===== src/rtl/shift_seq_pkg.sv =====
// shift_seq_pkg: shared types and constants for the shift-register sequencer.
// Holds the FSM state enum, default sizes and the length saturation helper.
package shift_seq_pkg;

    localparam int SEQ_WIDTH = 64;
    localparam int SEQ_CNT_W = 8;

    typedef enum logic [1:0] {
        IDLE  = 2'd0,
        SHIFT = 2'd1,
        DRAIN = 2'd2,
        RESP  = 2'd3
    } state_t;

    // Clamp a requested shift length to the largest supported length.
    function automatic logic [SEQ_CNT_W-1:0] sat_len(
        input logic [SEQ_CNT_W-1:0] len,
        input logic [SEQ_CNT_W-1:0] lim
    );
        return (len > lim) ? lim : len;
    endfunction

endpackage


===== src/rtl/shift_seq_ctrl_capture.sv =====
// shift_seq_capture: collects serial samples from the shift register output.
// Ports: clk, r_n (sync active-low reset), clr (sync clear), stb (shift strobe),
//        bit_in (serial sample), word (captured word, newest sample in MSB).
module shift_seq_capture
    import shift_seq_pkg::*;
#(
    parameter int WIDTH = SEQ_WIDTH
) (
    input  logic             clk,
    input  logic             r_n,
    input  logic             clr,
    input  logic             stb,
    input  logic             bit_in,
    output logic [WIDTH-1:0] word
);

    logic             stb_d;
    logic [WIDTH-1:0] cap;

    // The datapath output is registered, so the bit produced by a shift
    // edge is only visible one cycle later: sample on the delayed strobe.
    always_ff @(posedge clk) begin
        if (!r_n) begin
            stb_d <= 1'b0;
            cap   <= '0;
        end else if (clr) begin
            stb_d <= 1'b0;
            cap   <= '0;
        end else begin
            stb_d <= stb;
            if (stb_d) begin
                cap <= {bit_in, cap[WIDTH-1:1]};
            end
        end
    end

    assign word = cap;

endmodule


===== src/rtl/shift_seq_ctrl.sv =====
// shift_seq_ctrl: command sequencer for a serial shift register with no hold mode.
// Ports: clk, r_n (sync active-low); cmd_valid/ready/dir/len/data command port;
//        sr_in/sr_sl/sr_r/sr_out shift register side; rsp_valid/ready/data/len
//        response port; busy. Optional macro SHIFT_SEQ_ABORT_EN adds abort and
//        rsp_aborted.
module shift_seq_ctrl
    import shift_seq_pkg::*;
#(
    parameter int WIDTH = SEQ_WIDTH,
    parameter int CNT_W = SEQ_CNT_W
) (
    input  logic             clk,
    input  logic             r_n,
    input  logic             cmd_valid,
    output logic             cmd_ready,
    input  logic             cmd_dir,
    input  logic [CNT_W-1:0] cmd_len,
    input  logic [WIDTH-1:0] cmd_data,
    output logic             sr_in,
    output logic             sr_sl,
    output logic             sr_r,
    input  logic             sr_out,
    output logic             rsp_valid,
    input  logic             rsp_ready,
    output logic [WIDTH-1:0] rsp_data,
    output logic [CNT_W-1:0] rsp_len,
`ifdef SHIFT_SEQ_ABORT_EN
    input  logic             abort,
    output logic             rsp_aborted,
`endif
    output logic             busy
);

    localparam logic [CNT_W-1:0] LEN_MAX = CNT_W'(2 * WIDTH);
    localparam logic [CNT_W-1:0] ONE     = CNT_W'(1);

    state_t           state;
    state_t           state_n;
    logic             dir_q;
    logic [CNT_W-1:0] len_q;
    logic [CNT_W-1:0] cnt;
    logic [CNT_W-1:0] cnt_inc;
    logic [CNT_W-1:0] len_sat;
    logic [WIDTH-1:0] tx;
    logic             rsp_valid_q;
    logic             accept;
    logic             in_shift;
    logic             stop;

    assign len_sat  = sat_len(cmd_len, LEN_MAX);
    assign accept   = cmd_valid & cmd_ready;
    assign in_shift = (state == SHIFT);
    assign cnt_inc  = cnt + ONE;

`ifdef SHIFT_SEQ_ABORT_EN
    assign stop = (cnt_inc == len_q) | abort;
`else
    assign stop = (cnt_inc == len_q);
`endif

    always_comb begin
        state_n = state;
        unique case (state)
            IDLE: begin
                if (accept) begin
                    state_n = (len_sat == '0) ? RESP : SHIFT;
                end
            end
            SHIFT: begin
                if (stop) begin
                    state_n = DRAIN;
                end
            end
            DRAIN: state_n = RESP;
            RESP: begin
                if (rsp_ready) begin
                    state_n = IDLE;
                end
            end
            default: state_n = IDLE;
        endcase
    end

    always_ff @(posedge clk) begin
        if (!r_n) begin
            state       <= IDLE;
            dir_q       <= 1'b0;
            len_q       <= '0;
            cnt         <= '0;
            tx          <= '0;
            rsp_valid_q <= 1'b0;
        end else begin
            state       <= state_n;
            rsp_valid_q <= (state_n == RESP);
            if (accept) begin
                dir_q <= cmd_dir;
                len_q <= len_sat;
                cnt   <= '0;
                tx    <= cmd_data;
            end else if (in_shift) begin
                cnt <= cnt_inc;
                tx  <= {1'b0, tx[WIDTH-1:1]};
            end
        end
    end

`ifdef SHIFT_SEQ_ABORT_EN
    logic aborted_q;

    always_ff @(posedge clk) begin
        if (!r_n) begin
            aborted_q <= 1'b0;
        end else if (accept) begin
            aborted_q <= 1'b0;
        end else if (in_shift && abort) begin
            aborted_q <= 1'b1;
        end
    end

    assign rsp_aborted = aborted_q;
`endif

    // The register is held in reset except while shifting, since it
    // cannot hold its contents.
    assign cmd_ready = (state == IDLE);
    assign busy      = (state != IDLE);
    assign sr_r      = ~in_shift;
    assign sr_in     = in_shift & tx[0];
    assign sr_sl     = dir_q & (in_shift | (state == DRAIN));
    assign rsp_valid = rsp_valid_q;
    assign rsp_len   = cnt;

    shift_seq_capture #(
        .WIDTH (WIDTH)
    ) u_cap (
        .clk    (clk),
        .r_n    (r_n),
        .clr    (accept),
        .stb    (in_shift),
        .bit_in (sr_out),
        .word   (rsp_data)
    );

endmodule


===== config.mk =====
export PLATFORM = sky130hd
export DESIGN_NAME = shift_seq_ctrl
export DESIGN_NICKNAME = d
export VERILOG_FILES = /design/src/rtl/shift_seq_pkg.sv /design/src/rtl/shift_seq_ctrl_capture.sv /design/src/rtl/shift_seq_ctrl.sv
export SDC_FILE = /design/constraint.sdc
export NUM_CORES = 1
export LEC_CHECK = 0
export ABC_AREA = 1
export CAP_MARGIN = 20
export CORE_MARGIN = 5
export CORE_UTILIZATION = 44
export DETAILED_ROUTE_END_ITERATION = 10
export PLACE_DENSITY = 0.83
export SETUP_SLACK_MARGIN = 0.4
export SLEW_MARGIN = 20
export SYNTH_ARGS = -nofsm -noshare
export SYNTH_HDL_FRONTEND = slang
export SYNTH_SLANG_ARGS = --single-unit
export TNS_END_PERCENT = 20

===== constraint.sdc =====
create_clock -name clk -period 1.6 [get_ports clk]
set_input_delay 0.48 -clock clk [delete_from_list [all_inputs] [get_ports clk]]
set_output_delay 0.48 -clock clk [all_outputs]
set_load 0.02 [all_outputs]

# --- Yosys cells after proc, flatten, opt, wreduce, memory -nomap -nowiden ---
# Index checks and enable logic that the tools add are counted.
# Widths: inputs -> output; s select.
op_classes:
  n_addsub: 1
  magnitude_cmp: 1
  eq_ne: 5
  n_mux: 8
  n_bitwise: 6
  reduce_logical: 5
ops:
  columns: ["op", "count"]
  rows:
  - ["$mux 64", 2]
  - ["$add 8x1->8 const B", 1]
  - ["$eq 8x8->1", 1]
  - ["$gt 8x8->1 const B", 1]
  - ["$logic_not 8->1", 1]
  - ["$mux 2", 4]
  - ["$mux 8", 1]
  - ["$pmux 2 s4", 1]
  - ["$eq 2x2->1 const B", 3]
  - ["$reduce_bool 2->1", 2]
  - ["$and 1x1->1", 3]
  - ["$eq 2x1->1 const B", 1]
  - ["$logic_not 2->1", 1]
  - ["$not 1->1", 2]
  - ["$reduce_or 2->1", 1]
  - ["$or 1x1->1", 1]
word_totals:
  ff_bits: 149
  inputBits: 78
  output_inout_bits: 78

# --- Longest topological paths before layout ---
logic_depth:
  ltp_word: 7
  mapped_depth: 14

# --- Hierarchy ---
# A second synthesis with hierarchy kept.
hier_totals:
  hier_cells: 830
  hier_area_um2: 6112.1
by_module_without_submodules:
  columns: ["module", "n_inst", "cells_per_inst", "area_each_um2", "seq_area_each_um2"]
  rows:
  - ["shift_seq_ctrl", 1, 548, 3837.4, 1681.6]
  - ["shift_seq_capture", 1, 282, 2274.7, 1301.2]

# --- Least setup slack after synthesis ---
# OpenSTA, ideal clock, no wires.
synth_path:
  path_type: "flip-flop to flip-flop"
  startpoint: "register cnt[0], in the netlist rsp_len[0]"
  endpoint: "register state[0]"
  setup_time_ps: 128
  arrival_ps: 1693
  required_ps: 1472
  setup_slack_ps: -220
  stages_incl_launch_ff: 13
  n_path_buf: 0
  synth_period_minus_slack_ps: 1820
  cell_sequence: "dfxtp_1 -> ha_1 -> nand2_2 -> nor2_2 -> nand3_1 -> nand3_1 -> nand2_1 -> nor2_2 -> nand3_1 -> nand2_1 -> nand2_1 -> a21oi_2 -> nor2_1"
synth_via:
  elab_chain_len: 4
synth_rtl:
  columns: ["element", "line_no", "source"]
  rows:
  - ["from (decl)", "shift_seq_ctrl.sv:41", "logic [CNT_W-1:0] cnt;"]
  - ["from (signal assigned)", "shift_seq_ctrl.sv:101", "cnt <= cnt_inc;"]
  - ["$add 8x1->8", "shift_seq_ctrl.sv:53", "assign cnt_inc = cnt + ONE;"]
  - ["$eq 8x8->1", "shift_seq_ctrl.sv:58", "assign stop = (cnt_inc == len_q);"]
  - ["$mux 2", "shift_seq_ctrl.sv:70", "if (stop) begin"]
  - ["$pmux 2 s4", "shift_seq_ctrl.sv:63", "unique case (state)"]
  - ["to (signal assigned)", "shift_seq_ctrl.sv:93", "state <= state_n;"]
  - ["to (decl)", "shift_seq_ctrl.sv:37", "state_t state;"]
# Every way passes these cells.
# A chain may end at the register's enable or synchronous reset.

# --- Worst setup path after layout ---
layout_path:
  startpoint: "register state[0]"
  endpoint: "output port sr_sl"
layout_via:
  elab_chain_len: 3
layout_rtl:
  columns: ["element", "line_no", "source"]
  rows:
  - ["$eq 2x1->1 / $eq 2x2->1 (equally long branches)", "shift_seq_ctrl.sv:52, shift_seq_ctrl.sv:129", null]
  - ["$or 1x1->1 *", "shift_seq_ctrl.sv:129", "assign sr_sl = dir_q & (in_shift | (state == DRAIN));"]
  - ["$and 1x1->1 *", "shift_seq_ctrl.sv:129", null]
  - ["to (decl)", "shift_seq_ctrl.sv:20", "output logic sr_sl,"]
# Every way passes the cells marked *; elsewhere a longest branch is shown, timed or not.

==> impl_results.md <==
* CP bufs+invs at 3
* DRT iter0 DRCs at ~470
* Crit-path leading delay family: flip-flops
* Post-route ant nets at 0
* Number of global-route vias before repair at approximately 6.0k
* # setup viols final at 41
* RSZ-0062 raised after global routing: yes
* Core Area at 13700 sq um
* Setup slack, reg-to-reg at -110 ps
* FF-to-FF path depth at 12
* Measured slew at the worst slew-check pin at between 300 and 400 ps
* Synth warnings at 0
* Final Hold Viols at 0
* Leakage power at 3.97 nW
* Register bit count reported by yosys at between 100 and 150
* Share of cells above drive strength 1 at 0.364
* Max Slew Vio Count at 0
* Commonest non-fill, non-tap cell in the layout: nand2_1
* Sequential share of power at 0.324
* Number of buffers inserted by port buffering at about 160
* Crit-path cells: inv_4 -> ha_4 -> nand2_2 -> inv_2 -> buf_6
* Fin crit period at between 1500 and 2000 ps
* Post-synthesis cell area at 6070 sq um
* Cell Count, Final, Fillers Out at approximately 1.2k
* Die Ht at 127 um
* Syn avg cell area at around 7.3 sq um
* Vias at between 6k and 7k
* Levels on crit path at 5
* Die area at between 15000 and 20000 sq um
* # rows at 43
* Main combinational cell family by area after synthesis: simple AND/OR/NAND/NOR gates
* Max Cap Violations at 0
* First-pass detailed-route iteration total at 7
* Adder-cell share of the synthesized area at 0.0103
* CTS max path bufs at 2
* Clock transition at the registers of the reported paths at about 60 ps
* Internal Power at a little under 10 mW
* Num CTS Buffers at 17
* Worst Path Max Fanout at 3
* CTS Sinks at around 150
* RR Startpoint: rsp_len[1]$_SDFFE_PP0P_
* Combinational share of power at 0.383
* Vias per cell at roughly 5.4
* Worst setup path start: state[0]$_SDFF_PN0_
* Cell Area, Placed at approximately 8200 sq um
* Routed len/inst at 15.8 um
* Final wirelength at just under 20000 um
* Seq/Total Area, Yosys at 0.492
* Initial antenna violation count at 0
* Data required, critical path at roughly 1100 ps
* Setup crit start kind: flop
* N_diodes at 0
* Worst Setup EP: sr_sl
* Setup Skew at roughly 13 ps
* Net Switching at 4.89 mW
* Total negative setup slack at -1670 ps
* Min-delay worst type: flop to flop
* Clock share of power at 0.293
* Synth Area in Compound Gates at 0.144
* Fraction of synthesized cell area in xor and xnor cells at 0.00433
* Worst relative slew slack at 0.778
* Largest net degree at the start of global routing at 50
* Final cycle utilization of the critical path at 1.12
* Clock root cell: clkbuf_16
* CTS tree: done
* Die X at 127 um
* Most frequent cells in the layout: nand2_1, buf_6, nand3_1
* Worst skew pair latency at around 430 ps
* I/O pin count at between 150 and 200
* Max VDD drop at about 930 uV
* Nets at around 1.1k
* R2r endpoint: rsp_valid$_SDFF_PN0_
* Cells after synthesis at a little over 800
* Critical path type: flop to output pin
* H-tree depth at 4
* Place WS at -317 ps
* Failing checks: setup timing
* Starting Density at 0.442
* WP data arrival at ~1300 ps
* Mapped Nets at between 900 and 1k
* Post-synthesis cell type count at 28
* Critical Path Max Stage Delay at 370 ps
* Post-synthesis simple-gate area fraction at 0.286
* Fmax at 559 MHz
* Post-DP HPWL at approximately 11000 um
* DRC viols at 0
* Total Routing Usage GR at 0.208
* Outcome: finished with violations
* Critical Path Slowest Stage Cell: dfxtp_4
* Sw Ratio at 0.333
* Pwr Density at 1440 nW/um^2
* Area Overhead vs Synth at 67.5%
* Post-synthesis mux area share at 0
* Global-route wire length before repair at between 20000 and 30000 um
* Final worst setup slack at -189 ps
* Critical Path Sink Type: output pin
* Dpl cells at 1157
* GRT overflow at 0
* Global placement routability congestion at 0.806
* Final instance area at around 10000 sq um
==> worst reg2reg max path: stages (launching register included) <==
cell,delay (ps)
dfxtp_4,370
ha_4,190
nand2_4,70
nor2_4,160
nand3_2,110
nand3_2,90
nand2_2,60
nor2_2,90
nand3_2,90
nand2_1,80
nand2_1,60
a21oi_2,160
nor2_1,70
==> cells by family (layout without fill, tap and decap cells) <==
kind of cell | after synthesis | count (layout)
simple gates | 421 | 421
compound gates | 155 | 155
flops | 149 | 149
buf+inv | 97 | 332
fa+ha+maj | 5 | 5
xor+xnor | 3 | 3
==> per-layer routing <==
metal  vias to the layer above  share of wire  track usage
li1                       3196              -            -
met1                      3145           0.40        0.269
met2                       362           0.49        0.341
met3                        47          0.086       0.0502
met4                         0          0.022       0.0719
met5                         -              0            0
==> stage by stage <==
stage / power [mW] / hold WS, ps / util
2_1_floorplan: 7.06 / 440 / -
3_3_place_gp: 8.40 / 448 / 0.597
3_5_place_dp: 8.45 / 461 / 0.597
4_1_cts: 13.1 / 469 / 0.686
5_1_grt: 15.3 / 482 / 0.741
6_report: 14.7 / 469 / 0.741
==> cell usage after synthesis (all sizes together) <==
library cell / number / area [sq um]
xnor2: 2 / 17.5
clkbuf: 40 / 150
nand3: 90 / 455
nand2: 306 / 1150
a31oi: 64 / 400
a21oi: 76 / 384
nor4: 1 / 6.26
and2: 1 / 6.26
o21ai: 10 / 50.1
o31ai: 1 / 7.51
nor2: 19 / 95.1
ha: 5 / 62.6
xor2: 1 / 8.76
o22ai: 1 / 6.26
dfxtp: 149 / 2980
buf: 18 / 87.6
nand4: 3 / 18.8
nor3: 1 / 5.00
o32ai: 3 / 26.3
inv: 39 / 146
==> area by class of cell <==
class	count	area, sq um
fillers	889	3550
inverters	39	156
repair buffers	263	2850
well taps	180	225
clock buffers	23	499
flip-flops and latches	149	3100
clock inverters	7	143
multi-input cells	584	3200
==> worst min-delay path by stage <==
stage                               start                         end  slack (ps)  cells after the start
6_report              tx[63]$_SDFFE_PN0P_         tx[63]$_SDFFE_PN0P_         470                      2
3_5_place_dp          tx[63]$_SDFFE_PN0P_         tx[63]$_SDFFE_PN0P_         460                      2
2_1_floorplan         tx[63]$_SDFFE_PN0P_         tx[63]$_SDFFE_PN0P_         440                      2
5_1_grt               tx[63]$_SDFFE_PN0P_         tx[63]$_SDFFE_PN0P_         480                      2
4_1_cts               tx[63]$_SDFFE_PN0P_         tx[63]$_SDFFE_PN0P_         470                      2
3_3_place_gp   u_cap.word[0]$_SDFFE_PP0P_  u_cap.word[0]$_SDFFE_PP0P_         450                      2
==> power by group through the flow <==
stage | combinational (mW) | sequential, mW | clock (mW)
after floorplan | 2.35 | 4.71 | 0
after global placement | 3.72 | 4.68 | 0
after detailed placement | 3.77 | 4.68 | 0
after CTS | 4.07 | 4.66 | 4.35
after global routing | 5.99 | 4.81 | 4.53
final | 5.62 | 4.75 | 4.31
==> registers in the layout (all words and copies together) (netlist names) <==
signal / flops
dir_q: 1
len_q: 8
rsp_len: 8
rsp_valid: 1
state: 2
tx: 64
u_cap.stb_d: 1
u_cap.word: 64
==> repair_timing <==
item,4_1_cts,5_1_grt
gates cloned,0,9
endpoints found under the setup margin,227,227
hold buffers,0,0
resized for setup,578,90
pin swaps,4,27
buffers inserted,33,16
(Power assumes the default switching activity.)
==> RTL edit (same flow settings) <==
Re-encode `state_t` (4 states) as Gray code, 2 bits wide.
--- a/src/rtl/shift_seq_pkg.sv
+++ b/src/rtl/shift_seq_pkg.sv
@@ -6,10 +6,10 @@
     localparam int SEQ_CNT_W = 8;
 
     typedef enum logic [1:0] {
-        IDLE  = 2'd0,
-        SHIFT = 2'd1,
-        DRAIN = 2'd2,
-        RESP  = 2'd3
+        IDLE  = 2'b00,
+        SHIFT = 2'b01,
+        DRAIN = 2'b11,
+        RESP  = 2'b10
     } state_t;
 
     // Clamp a requested shift length to the largest supported length.
Check against the original RTL: same outputs for any inputs over 10 cycles, from zero or initial values; not proved beyond that.
==> RTL edit against the unedited design <==
The run still ends with setup timing left. Register-to-register slack better by 0.07 ns. Wire length decreased by 11%. Critical path depth stayed put. Sequential cell count unchanged. Synthesized area shrank 2.6%. Final area is 8.2% lower. Cell count shrank 3.2%. Setup slack improved by 0.089 ns. Clock skew down 0.0043 ns. Count of clock-buffer cells in the layout fell by 5.
Power is not compared: it rests on default switching activity, and its combinational part moved more than twofold at a synthesized area within 25%.
==> RTL edit: results (changes against the unedited design) <==
[grt]
globalRouteMet2Util = 0.3214  ; was 0.3410
grtUsageMet1 = 0.2509  ; was 0.2686
grt_use_total = 0.1978  ; was 0.2081
grt_first_pass_wirelength_um = 26360  ; was 28040 um
first_global_vias = 5651  ; was 5970
maximum_number_of_pins_on_one_net_before_global_route_repair = 58  ; was 50
use_met3 = 0.05377  ; was 0.05017

[route]
vias = 6182  ; was 6750
dr.pass1.iters = 6  ; was 7
routed_wl_um = 17450  ; was 19720 um
first_iter_violations = 380  ; was 474
met3RoutedLength_um = 1285  ; was 1686 um
dr_wl_met2_um = 8744  ; was 9739 um

[yosys]
postSynthNetCount = 881  ; was 913
netlist_top_cells_area = sky130_fd_sc_hd__dfxtp_1 50%, sky130_fd_sc_hd__nand2_1 23%, sky130_fd_sc_hd__a31oi_1 6.7%, sky130_fd_sc_hd__a21oi_1 6.2%, sky130_fd_sc_hd__nand3_1 2.1%  ; was sky130_fd_sc_hd__dfxtp_1 49%, sky130_fd_sc_hd__nand2_1 19%, sky130_fd_sc_hd__nand3_1 7.3%, sky130_fd_sc_hd__a31oi_1 6.6%, sky130_fd_sc_hd__a21oi_1 6.2%
cell_types_with_the_highest_counts_after_synthesis = 356 x sky130_fd_sc_hd__nand2_1, 149 x sky130_fd_sc_hd__dfxtp_1, 73 x sky130_fd_sc_hd__a21oi_1  ; was 305 x sky130_fd_sc_hd__nand2_1, 149 x sky130_fd_sc_hd__dfxtp_1, 89 x sky130_fd_sc_hd__nand3_1
ys_seq_area_frac = 0.5048  ; was 0.4915
post_synthesis_cells = 802  ; was 830
synth_xor_xnor_area_share = 0.002964  ; was 0.004330
synth_compound_gate_area_share = 0.1480  ; was 0.1441

[timing]
timing.clock.skew_ns = 0.008767  ; was 0.01302 ns
setup_viol_count_final = 8  ; was 41
fin_ws_ns = -0.1000  ; was -0.1887 ns
max_slew_margin = 0.7267  ; was 0.7780

[setup_path]
path_max_fanout = 4  ; was 3
r2r_path_start = state[1]  ; was rsp_len[1]
ff2ff_setup_slack_ns = -0.04  ; was -0.11 ns
reg2reg_depth = 10  ; was 12
crit_end = sr_in  ; was sr_sl
worst-endpoint-arrival_ns = 1.22  ; was 1.31 ns

[layout]
fill_cell_total_of_the_finished_layout = 963  ; was 889
layout.non_clock_buffers = 244  ; was 263
num-nets-final = 1095  ; was 1137
seqCellArea_um2 = 3098  ; was 3097 um^2
final.signal_inverter_count = 37  ; was 39
nClkBuffers = 18  ; was 23

[outcome]
violations_in_the_final_reports = setup timing  ; unchanged
status = finished, violations left  ; unchanged

[placed_design]
placed_area_um2 = 7802  ; was 8194 um^2
gpl.final_weighted_congestion = 0.8471  ; was 0.8060
placed_cells_incl_taps = 1118  ; was 1157

[worst_hold_path]
timing.hold.worst_endpoint = u_cap.word[44]  ; was tx[63]
timing.hold.worst.start = u_cap.word[44]  ; was tx[63]

[cts]
post_cts.repair.setup_buffers = 34  ; was 33
cts.repair.resized = 580  ; was 578

==> RTL edit: cell count changes in the layout (fill, tap and decap cells not counted), moves of 7 or more <==
cell	before	now
sky130_fd_sc_hd__nand2_1	274	322
sky130_fd_sc_hd__nand2_4	12	0
sky130_fd_sc_hd__buf_4	75	64
sky130_fd_sc_hd__a21oi_2	25	0
sky130_fd_sc_hd__a21oi_1	49	73
sky130_fd_sc_hd__nand3_2	8	0
sky130_fd_sc_hd__a31oi_4	7	0
sky130_fd_sc_hd__nand2_2	18	34
sky130_fd_sc_hd__buf_12	14	5
sky130_fd_sc_hd__nand3_1	82	25
==> RTL edit: through the flow <==
step	utilization	hold WS, ns	setup WS [ns]	power (W)
3_3_place_gp	0.5915	0.4614	-0.1473	0.005162
4_1_cts	0.6814	0.4739	-0.1032	0.009359
3_5_place_dp	0.5915	0.4666	-0.1745	0.005176
5_1_grt	0.7073	0.4928	-0.1448	0.009902
2_1_floorplan	-	0.4436	0.1600	0.004728
6_report	0.7073	0.4774	-0.1000	0.009562
